==> src/rtl/piso_pkg.sv <==
// piso_pkg: shared types and helpers for the piso_tx serial transmitter.
//
// Contents:
//   piso_state_e : FSM state encoding (IDLE, SHIFT, PARITY). PARITY is only
//                  reachable when PISO_PARITY_EN is defined at build time.
//   cnt_width()  : width of the per-frame bit down-counter for a given word
//                  width. The counter is loaded with WIDTH-1, so $clog2(WIDTH)
//                  bits are enough.
package piso_pkg;

  typedef enum logic [1:0] {
    ST_IDLE   = 2'd0,
    ST_SHIFT  = 2'd1,
    ST_PARITY = 2'd2
  } piso_state_e;

  // Counter width for a WIDTH-bit word. Clamped to 1 so a degenerate width
  // never produces a zero-width vector.
  function automatic int cnt_width(input int width);
    int w;
    w = $clog2(width);
    if (w < 1) begin
      w = 1;
    end
    return w;
  endfunction

endpackage : piso_pkg

==> src/rtl/piso_tx.sv <==
// piso_tx: parallel-in, serial-out transmitter.
//
// Accepts a WIDTH-bit word through a valid/ready handshake and emits it one
// bit per clock on ser_out, with ser_last marking the final bit of a frame.
//
// Build option:
//   PISO_PARITY_EN : when defined, every frame gets one extra trailing bit
//                    carrying the even parity (XOR) of the accepted word, and
//                    ser_last moves onto that parity bit. When undefined there
//                    is no parity logic and ser_last rides on the last data bit.
//
// Parameters:
//   WIDTH     : word width, legal range 2..32 (default 8)
//   MSB_FIRST : 0 sends bit 0 first, 1 sends bit WIDTH-1 first (default 0)
//
// Ports:
//   clk       in   rising-edge clock
//   rst_n     in   synchronous active-low reset
//   in_valid  in   data holds a word to send
//   in_ready  out  transmitter can take a word this cycle (combinational)
//   data      in   parallel word, sampled only on acceptance
//   ser_out   out  serial data bit
//   ser_valid out  ser_out carries a valid bit this cycle
//   ser_last  out  final bit of the current frame
//   busy      out  frame in progress (same as ser_valid)
//   dbg_state out  current FSM state, for observation only
//
// Handshake: a word is transferred on a rising edge where in_valid && in_ready.
// While in_valid is high and in_ready is low the source must hold in_valid and
// data stable. in_ready is high in IDLE and in the ser_last cycle, so a word
// offered during ser_last starts the next frame with no idle gap.
//
// ser_out, ser_valid and ser_last decode only registered state; there is no
// combinational path from in_valid or data to them.
module piso_tx
  import piso_pkg::*;
#(
  parameter int WIDTH     = 8,
  parameter bit MSB_FIRST = 1'b0
) (
  input  logic             clk,
  input  logic             rst_n,
  input  logic             in_valid,
  output logic             in_ready,
  input  logic [WIDTH-1:0] data,
  output logic             ser_out,
  output logic             ser_valid,
  output logic             ser_last,
  output logic             busy,
  output piso_state_e      dbg_state
);

  localparam int            CW       = cnt_width(WIDTH);
  localparam logic [CW-1:0] CNT_LOAD = CW'(WIDTH - 1);

  piso_state_e      state_q;
  logic [WIDTH-1:0] sr_q;
  logic [WIDTH-1:0] sr_shift_d;
  logic [CW-1:0]    cnt_q;
  logic             cnt_zero;
  logic             last_data;
  logic             accept;
`ifdef PISO_PARITY_EN
  logic             parity_q;
`endif

  assign cnt_zero  = (cnt_q == '0);
  assign last_data = (state_q == ST_SHIFT) && cnt_zero;

  // Shift toward the output end and zero-fill the far end.
  always_comb begin
    sr_shift_d = '0;
    if (MSB_FIRST) begin
      sr_shift_d = {sr_q[WIDTH-2:0], 1'b0};
    end else begin
      sr_shift_d = {1'b0, sr_q[WIDTH-1:1]};
    end
  end

  // Output decode from registered state only.
  always_comb begin
    ser_out   = 1'b0;
    ser_valid = 1'b0;
    ser_last  = 1'b0;
    case (state_q)
      ST_SHIFT: begin
        ser_out   = MSB_FIRST ? sr_q[WIDTH-1] : sr_q[0];
        ser_valid = 1'b1;
`ifdef PISO_PARITY_EN
        ser_last  = 1'b0;
`else
        ser_last  = last_data;
`endif
      end
`ifdef PISO_PARITY_EN
      ST_PARITY: begin
        ser_out   = parity_q;
        ser_valid = 1'b1;
        ser_last  = 1'b1;
      end
`endif
      default: begin
        ser_out   = 1'b0;
        ser_valid = 1'b0;
        ser_last  = 1'b0;
      end
    endcase
  end

  assign in_ready  = (state_q == ST_IDLE) || ser_last;
  assign accept    = in_valid && in_ready;
  assign busy      = ser_valid;
  assign dbg_state = state_q;

  // FSM, shift register and down-counter. Acceptance can only happen in IDLE
  // or the ser_last cycle, so it takes priority over every other transition.
  always_ff @(posedge clk) begin
    if (!rst_n) begin
      state_q  <= ST_IDLE;
      sr_q     <= '0;
      cnt_q    <= '0;
`ifdef PISO_PARITY_EN
      parity_q <= 1'b0;
`endif
    end else if (accept) begin
      state_q  <= ST_SHIFT;
      sr_q     <= data;
      cnt_q    <= CNT_LOAD;
`ifdef PISO_PARITY_EN
      parity_q <= ^data;
`endif
    end else begin
      case (state_q)
        ST_IDLE: begin
          state_q <= ST_IDLE;
        end
        ST_SHIFT: begin
          if (!cnt_zero) begin
            sr_q  <= sr_shift_d;
            cnt_q <= cnt_q - CW'(1);
          end else begin
`ifdef PISO_PARITY_EN
            state_q <= ST_PARITY;
`else
            state_q <= ST_IDLE;
`endif
            sr_q    <= '0;
          end
        end
        ST_PARITY: begin
          state_q <= ST_IDLE;
        end
        default: begin
          state_q <= ST_IDLE;
        end
      endcase
    end
  end

endmodule : piso_tx

==> config.mk <==
export PLATFORM = sky130hd
export DESIGN_NAME = piso_tx
export DESIGN_NICKNAME = d
export VERILOG_FILES = /design/src/rtl/piso_pkg.sv /design/src/rtl/piso_tx.sv
export SDC_FILE = /design/constraint.sdc
export NUM_CORES = 1
export LEC_CHECK = 0
export CORE_MARGIN = 2
export CORE_UTILIZATION = 35
export CTS_CLUSTER_SIZE = 20
export DETAILED_ROUTE_END_ITERATION = 12
export PLACE_DENSITY = 0.69
export SLEW_MARGIN = 15
export SYNTH_ARGS = -nofsm -noshare
export SYNTH_HDL_FRONTEND = slang
export SYNTH_SLANG_ARGS = --single-unit
==> constraint.sdc <==
create_clock -name clk -period 1.5 [get_ports clk]
set_input_delay 0.15 -clock clk [delete_from_list [all_inputs] [get_ports clk]]
set_output_delay 0.15 -clock clk [all_outputs]
set_load 0.02 [all_outputs]
==> results.py, run 1 <==
metrics = {
    "status": {
        "outcome": "finished clean",
    },
    "grt": {
        "grt_pass1_wl_um": 2320,
        "grt_use_total_pct": 12.9,
        "grt_max_degree": 15,
        "overflow": 0,
        "antenna_found_initial": 0,
        "first_global_vias": 541,
    },
    "detailed_routing": {
        "first_pass_iters": 4,
        "drc": 0,
        "num_vias": 595,
        "drt_iter0_markers": 20,
        "drt_wl_total_um": 1380,
        "viasPerCell": 4.88,
        "ant_nets": 0,
        "avgRoutedWirePerCell_um": 11.3,
    },
    "cts": {
        "cts_sinks": 12,
        "path_clk_slew_ns": 0.07,
        "cts_made_buffers": 3,
        "clk_path_buf_depth": 2,
        "cts_max_level": 1,
        "cts_hold_buffers": 0,
        "worst_skew_pair.late_latency_ns": 0.27,
        "cts_tree": "built",
        "cts-root-buf": "clkbuf_4",
    },
    "min_path": {
        "worstHoldStart": "sr_q[3]$_SDFFE_PN0P_",
        "holdPathStages": 2,
        "hp-class": "reg -> reg",
        "hold_end": "sr_q[2]$_SDFFE_PN0P_",
    },
    "floorplan": {
        "die_w_um": 48.4,
        "std_cell_rows": 16,
        "initial_core_util_pct": 36.2,
        "dieArea_mm2": 0.00234,
        "die_h_um": 48.4,
        "core_area_mm2": 0.00190,
        "ioPinCount": 18,
    },
    "critical_path": {
        "cp.arrival_ns": 1.30,
        "reg2regPathDepth": 7,
        "cp_max_fo": 3,
        "crit_path_top_delay_cell": "dfxtp_2",
        "startpoint_type": "register",
        "cp_top_family": "adder cells",
        "crit_type": "reg -> out",
        "ff2ff_setup_slack_ns": 0.12,
        "max_stage_delay_ns": 0.33,
        "r2r_end": "cnt_q[0]$_SDFFE_PN0P_",
        "timing.rr.start": "cnt_q[1]$_SDFFE_PN0P_",
        "cp_data_required_time_ns": 1.35,
        "end_kind": "output port",
        "crit_chain": "inv_1 > ha_2 > ha_4 > and2_1 > buf_4",
        "cp.depth": 5,
        "cp_num_buf_inv": 2,
    },
    "timing": {
        "holdWs_ns": 0.520,
        "drv_slew": 0,
        "final.setup.worst_slack_ns": 0.0538,
        "finalCriticalPeriod_ns": 1.45,
        "period_share_pct": 96.4,
        "timing.fmax_ghz": 0.691,
        "rsz0062_at_grt": "false",
        "finalSetupTns_ns": 0,
        "hold_viol_final": 0,
        "clock_skew_ns": 0.00293,
        "finalSetupViolations": 0,
    },
    "synthesis": {
        "syn-num-nets": 91,
        "syn_area_per_cell_um2": 8.84,
        "ys_seq_area_share_pct": 34.8,
        "synth-edff-count": 0,
        "synthCells": 78,
        "syn_area_um2": 689,
        "synth_most_common_cell": "dfxtp_1",
        "synthArstFlopShare_pct": 0,
        "synth_commonest_cells": "dfxtp_1 (12), inv_1 (11), a21oi_1 (7), a32oi_1 (7)",
        "ys_ff_latch": 12,
        "yosys.area.top_type": "dfxtp_1",
        "yosysWarningCount": 0,
        "ys_types": 22,
        "yosysTopAreaCellShare_pct": 34.8,
        "synth_ff_type": "dfxtp_1",
        "synth_area_leaders": "dfxtp_1 (35%), a32oi_1 (8.9%), a21o_2 (7.6%)",
    },
    "placement": {
        "numPortBuffers": 16,
        "dpl_worst_slack_ns": -0.122,
        "gp_congestion": 0.758,
        "post-place-cells": 119,
        "dp_hpwl_um": 982,
    },
    "pwr": {
        "vdd.ir_drop.worst_mv": 0.370,
        "leakagePower_nw": 0.407,
        "powerDensity_mw_per_mm2": 904,
    },
    "layout": {
        "final_layout_size_suffix_gt1_share_pct": 24.2,
        "utilization_pct": 46.4,
        "area_growth_pct": 28.1,
        "stdcell_count": 122,
        "diodes": 0,
        "fin_nets": 110,
    },
    "flow_run": {
        "max-cap-violations": 0,
    },
}
[state kept, by name (all words and copies together) (netlist names)]
register	cells
dbg_state	1
sr_q	8
cnt_q	3
[cell families (layout without fill, tap and decap cells)]
kind of cell	after synthesis	in the layout	share of synthesized area [%]
compound gates	30	30	30.3
buf+inv	19	36	17.6
flops	12	12	34.8
simple gates	12	12	10.2
fa+ha+maj	2	2	3.63
mux	2	2	2.90
other cells	1	1	0.544
[cell type report]
class / count / area, um2
clock buffer: 3 / 22.5
fill: 195 / 1020
inverter: 11 / 41.3
multi-input combinational: 47 / 343
sequential: 12 / 243
tap: 27 / 33.8
timing repair buffer: 22 / 200
[report_power, final]
part / leakage (nW) / internal [W] / switching (W)
Sequential: 0.100 / 0.000351 / 0.0000159
Clock: 0.0138 / 0.0000931 / 0.000106
Combinational: 0.293 / 0.000118 / 0.000114
[routing by layer]
layer  GRT usage, %  part of all wire, %  vias to the layer above
met5              0                    0                        -
met2           18.5                   44                       17
li1               -                    -                      303
met1           15.7                   48                      272
met3           4.32                  5.8                        3
met4           10.0                  2.1                        0
[cells in the final DEF (no fill, tap or decap), types with 2 or more instances in the layout]
master           count
nor2_1               3
clkdlybuf4s50_1     10
o21ai_0              6
buf_4                7
a211oi_1             3
mux2i_1              2
nor3_1               3
dfxtp_2              2
a21oi_1              7
a32oi_1              7
and2_1               2
dlymetal6s2s_1       2
dfxtp_1             10
a21o_2               6
clkbuf_4             3
dlygate4sd2_1        2
inv_1               11
[worst max path at each step]
stage | startpoint | end | slack, ns
2_1_floorplan | cnt_q[0]$_SDFFE_PN0P_ | in_ready | 0.10
3_3_place_gp | cnt_q[0]$_SDFFE_PN0P_ | ser_last | -0.10
3_5_place_dp | cnt_q[0]$_SDFFE_PN0P_ | ser_last | -0.12
4_1_cts | dbg_state[0]$_SDFFE_PN0P_ | busy | 0.005
5_1_grt | cnt_q[1]$_SDFFE_PN0P_ | ser_last | 0.009
6_report | cnt_q[1]$_SDFFE_PN0P_ | ser_last | 0.05
[worst register-to-register path: stages, from the launching register on]
cell	delay, ns
dfxtp_2	0.33
inv_1	0.04
ha_2	0.19
ha_4	0.17
nor2b_4	0.10
buf_4	0.20
nor3_1	0.07
a211oi_1	0.20
[stage by stage]
| step | area, um2 | total power (W) |
|---|---|---|
| after CTS | 862 | 0.000795 |
| after global routing | 883 | 0.000852 |
| after global placement | 848 | 0.000594 |
| final | 883 | 0.000799 |
| after detailed placement | 848 | 0.000599 |
| after floorplan | 689 | 0.000529 |
[timing repair]
action	CTS	global route
buffers inserted	0	0
cloned	0	0
hold endpoints to repair	0	0
pin swaps	0	1
resized for setup	12	6
endpoints found under the setup margin	4	5
No activity file was read; power rests on OpenSTA's default activity.
==> run 2, diff against run 1 <==
- CTS_BUF_LIST: default -> sky130_fd_sc_hd__clkbuf_4 sky130_fd_sc_hd__clkbuf_8
- HOLD_SLACK_MARGIN: default -> 0.08
==> results of run 2 <==
Final layout, timing and power as in run 1 (identical DEF).
==> edit, RTL diff (config.mk and constraints of run 1) <==
The option `PISO_PARITY_EN` is turned on by a define.
--- a/src/rtl/piso_tx.sv
+++ b/src/rtl/piso_tx.sv
@@ -32,6 +32,8 @@
 //
 // ser_out, ser_valid and ser_last decode only registered state; there is no
 // combinational path from in_valid or data to them.
+`define PISO_PARITY_EN
+
 module piso_tx
   import piso_pkg::*;
 #(
Behaviour: not the same (a bounded check fails within 10 cycles, from zero or initial values and one cycle with rst_n low).
==> edit against run 1 <==
Wire length rose by 16%. Synthesized cell count rose by 3.8%. Non-clock buffer count did not move. Setup slack got worse by 0.027 ns. Area after synthesis rose by 14%. First-iteration DRC count fell by 55%. Final area rose by 17%. Sequential cell count rose by 2. Cell count rose by 8.2%. Total power rose by 17%. Combinational power rose by 16%. Count of clock-buffer cells in the layout rose by 1. Global-route usage rose by 0.74 points. Highest routed layer unchanged.
==> edit: results <==
[global_routing]
grt_pass1_vias = 627
use_met2_pct = 22.6
grt_util_met3_pct = 2.63
grt_pass1_wl_um = 2720

[clock_tree]
clk_latency_ns = 0.29
clk_pin_slew_ns = 0.09

[layout]
nets = 122
fill_cells = 223

[place]
hpwl_um = 1150
place.gp.congestion = 0.755

[hold_path]
hp-class = "in2reg"
holdCritStartpoint = "data[7]"

[pwr]
pwr-share-seq_pct = 46.3
powerClk_mw = 0.230
power.leakage_nw = 0.404

[synthesis]
ys_seq_area_share_pct = 35.6
synth_area_leaders = "dfxtp_1 36%, a221oi_2 9.5%, ha_1 9.5%"
synth.mux.area_fraction_pct = 0
synth_compound_area_share_pct = 26.7
synth_xor_area_share_pct = 8.89
synth_fp_nets = 98

[run_status]
status = "completed"

[route]
met2_length_um = 799
drt-initial-drc-count = 9
met1Wirelength_um = 702

[critical_path]
crit_start = "dbg_state[0]"
worstPathArrival_ns = 1.32
-- edit: changes by cell type after synthesis, moves of 4 or more --
cell	delta
xnor2_1	+8
a32oi_1	-7
inv_1	-7
a21o_2	-6
a21oi_1	-5
a221oi_2	+5
ha_1	+4
nor2_1	+4
-- edit: critical path, stage by stage, from the launching register on --
cell and delay [ns]:
dfxtp_4 0.37, inv_2 0.05, ha_1 0.19, or2_4 0.27, buf_4 0.16
-- edit: metrics by stage --
stage / cells / setup WS, ns / power, mW / TNS [ns] / utilization [%]
after floorplan: 81 / 0.00511 / 0.626 / 0 / -
after global placement: 127 / -0.0384 / 0.699 / -0.0625 / 46.3
after detailed placement: 127 / -0.0692 / 0.708 / -0.153 / 46.3
after CTS: 131 / 0.00742 / 0.931 / 0 / 46.8
after global routing: 132 / -0.0332 / 0.986 / -0.0440 / 47.8
final: 132 / 0.0265 / 0.932 / 0 / 47.8
-- edit: cell families after synthesis --
group / count (synthesis)
and+or+nand+nor: 18
xor gates and xnor gates: 8
AOI/OAI and AO/OA: 26
adders and majority gates: 6
DFF: 14
buffers and inverters: 9
-- edit: worst paths after layout --
path / end / slack, ns / depth (start not counted)
min: sr_q[7] / 0.47 / 3
max: in_ready / 0.03 / 4
max reg2reg: sr_q[5] / 0.10 / 6
min reg2reg: sr_q[7] / 0.50 / 2
-- edit: area by class of cell --
cell class / count / area (um^2) / area share, %
Timing Repair Buffer: 22 / 184 / 17.7
Tap cell: 28 / 35.0 / 3.38
Clock buffer: 4 / 26.3 / 2.53
Inverter: 5 / 18.8 / 1.81
Multi-Input combinational cell: 59 / 485 / 46.8
Sequential cell: 14 / 288 / 27.7
-- edit: repair_timing --
action	CTS	global route
endpoints found under the setup margin	6	11
cloned	0	1
gates resized for setup	20	6
buffers inserted	0	0
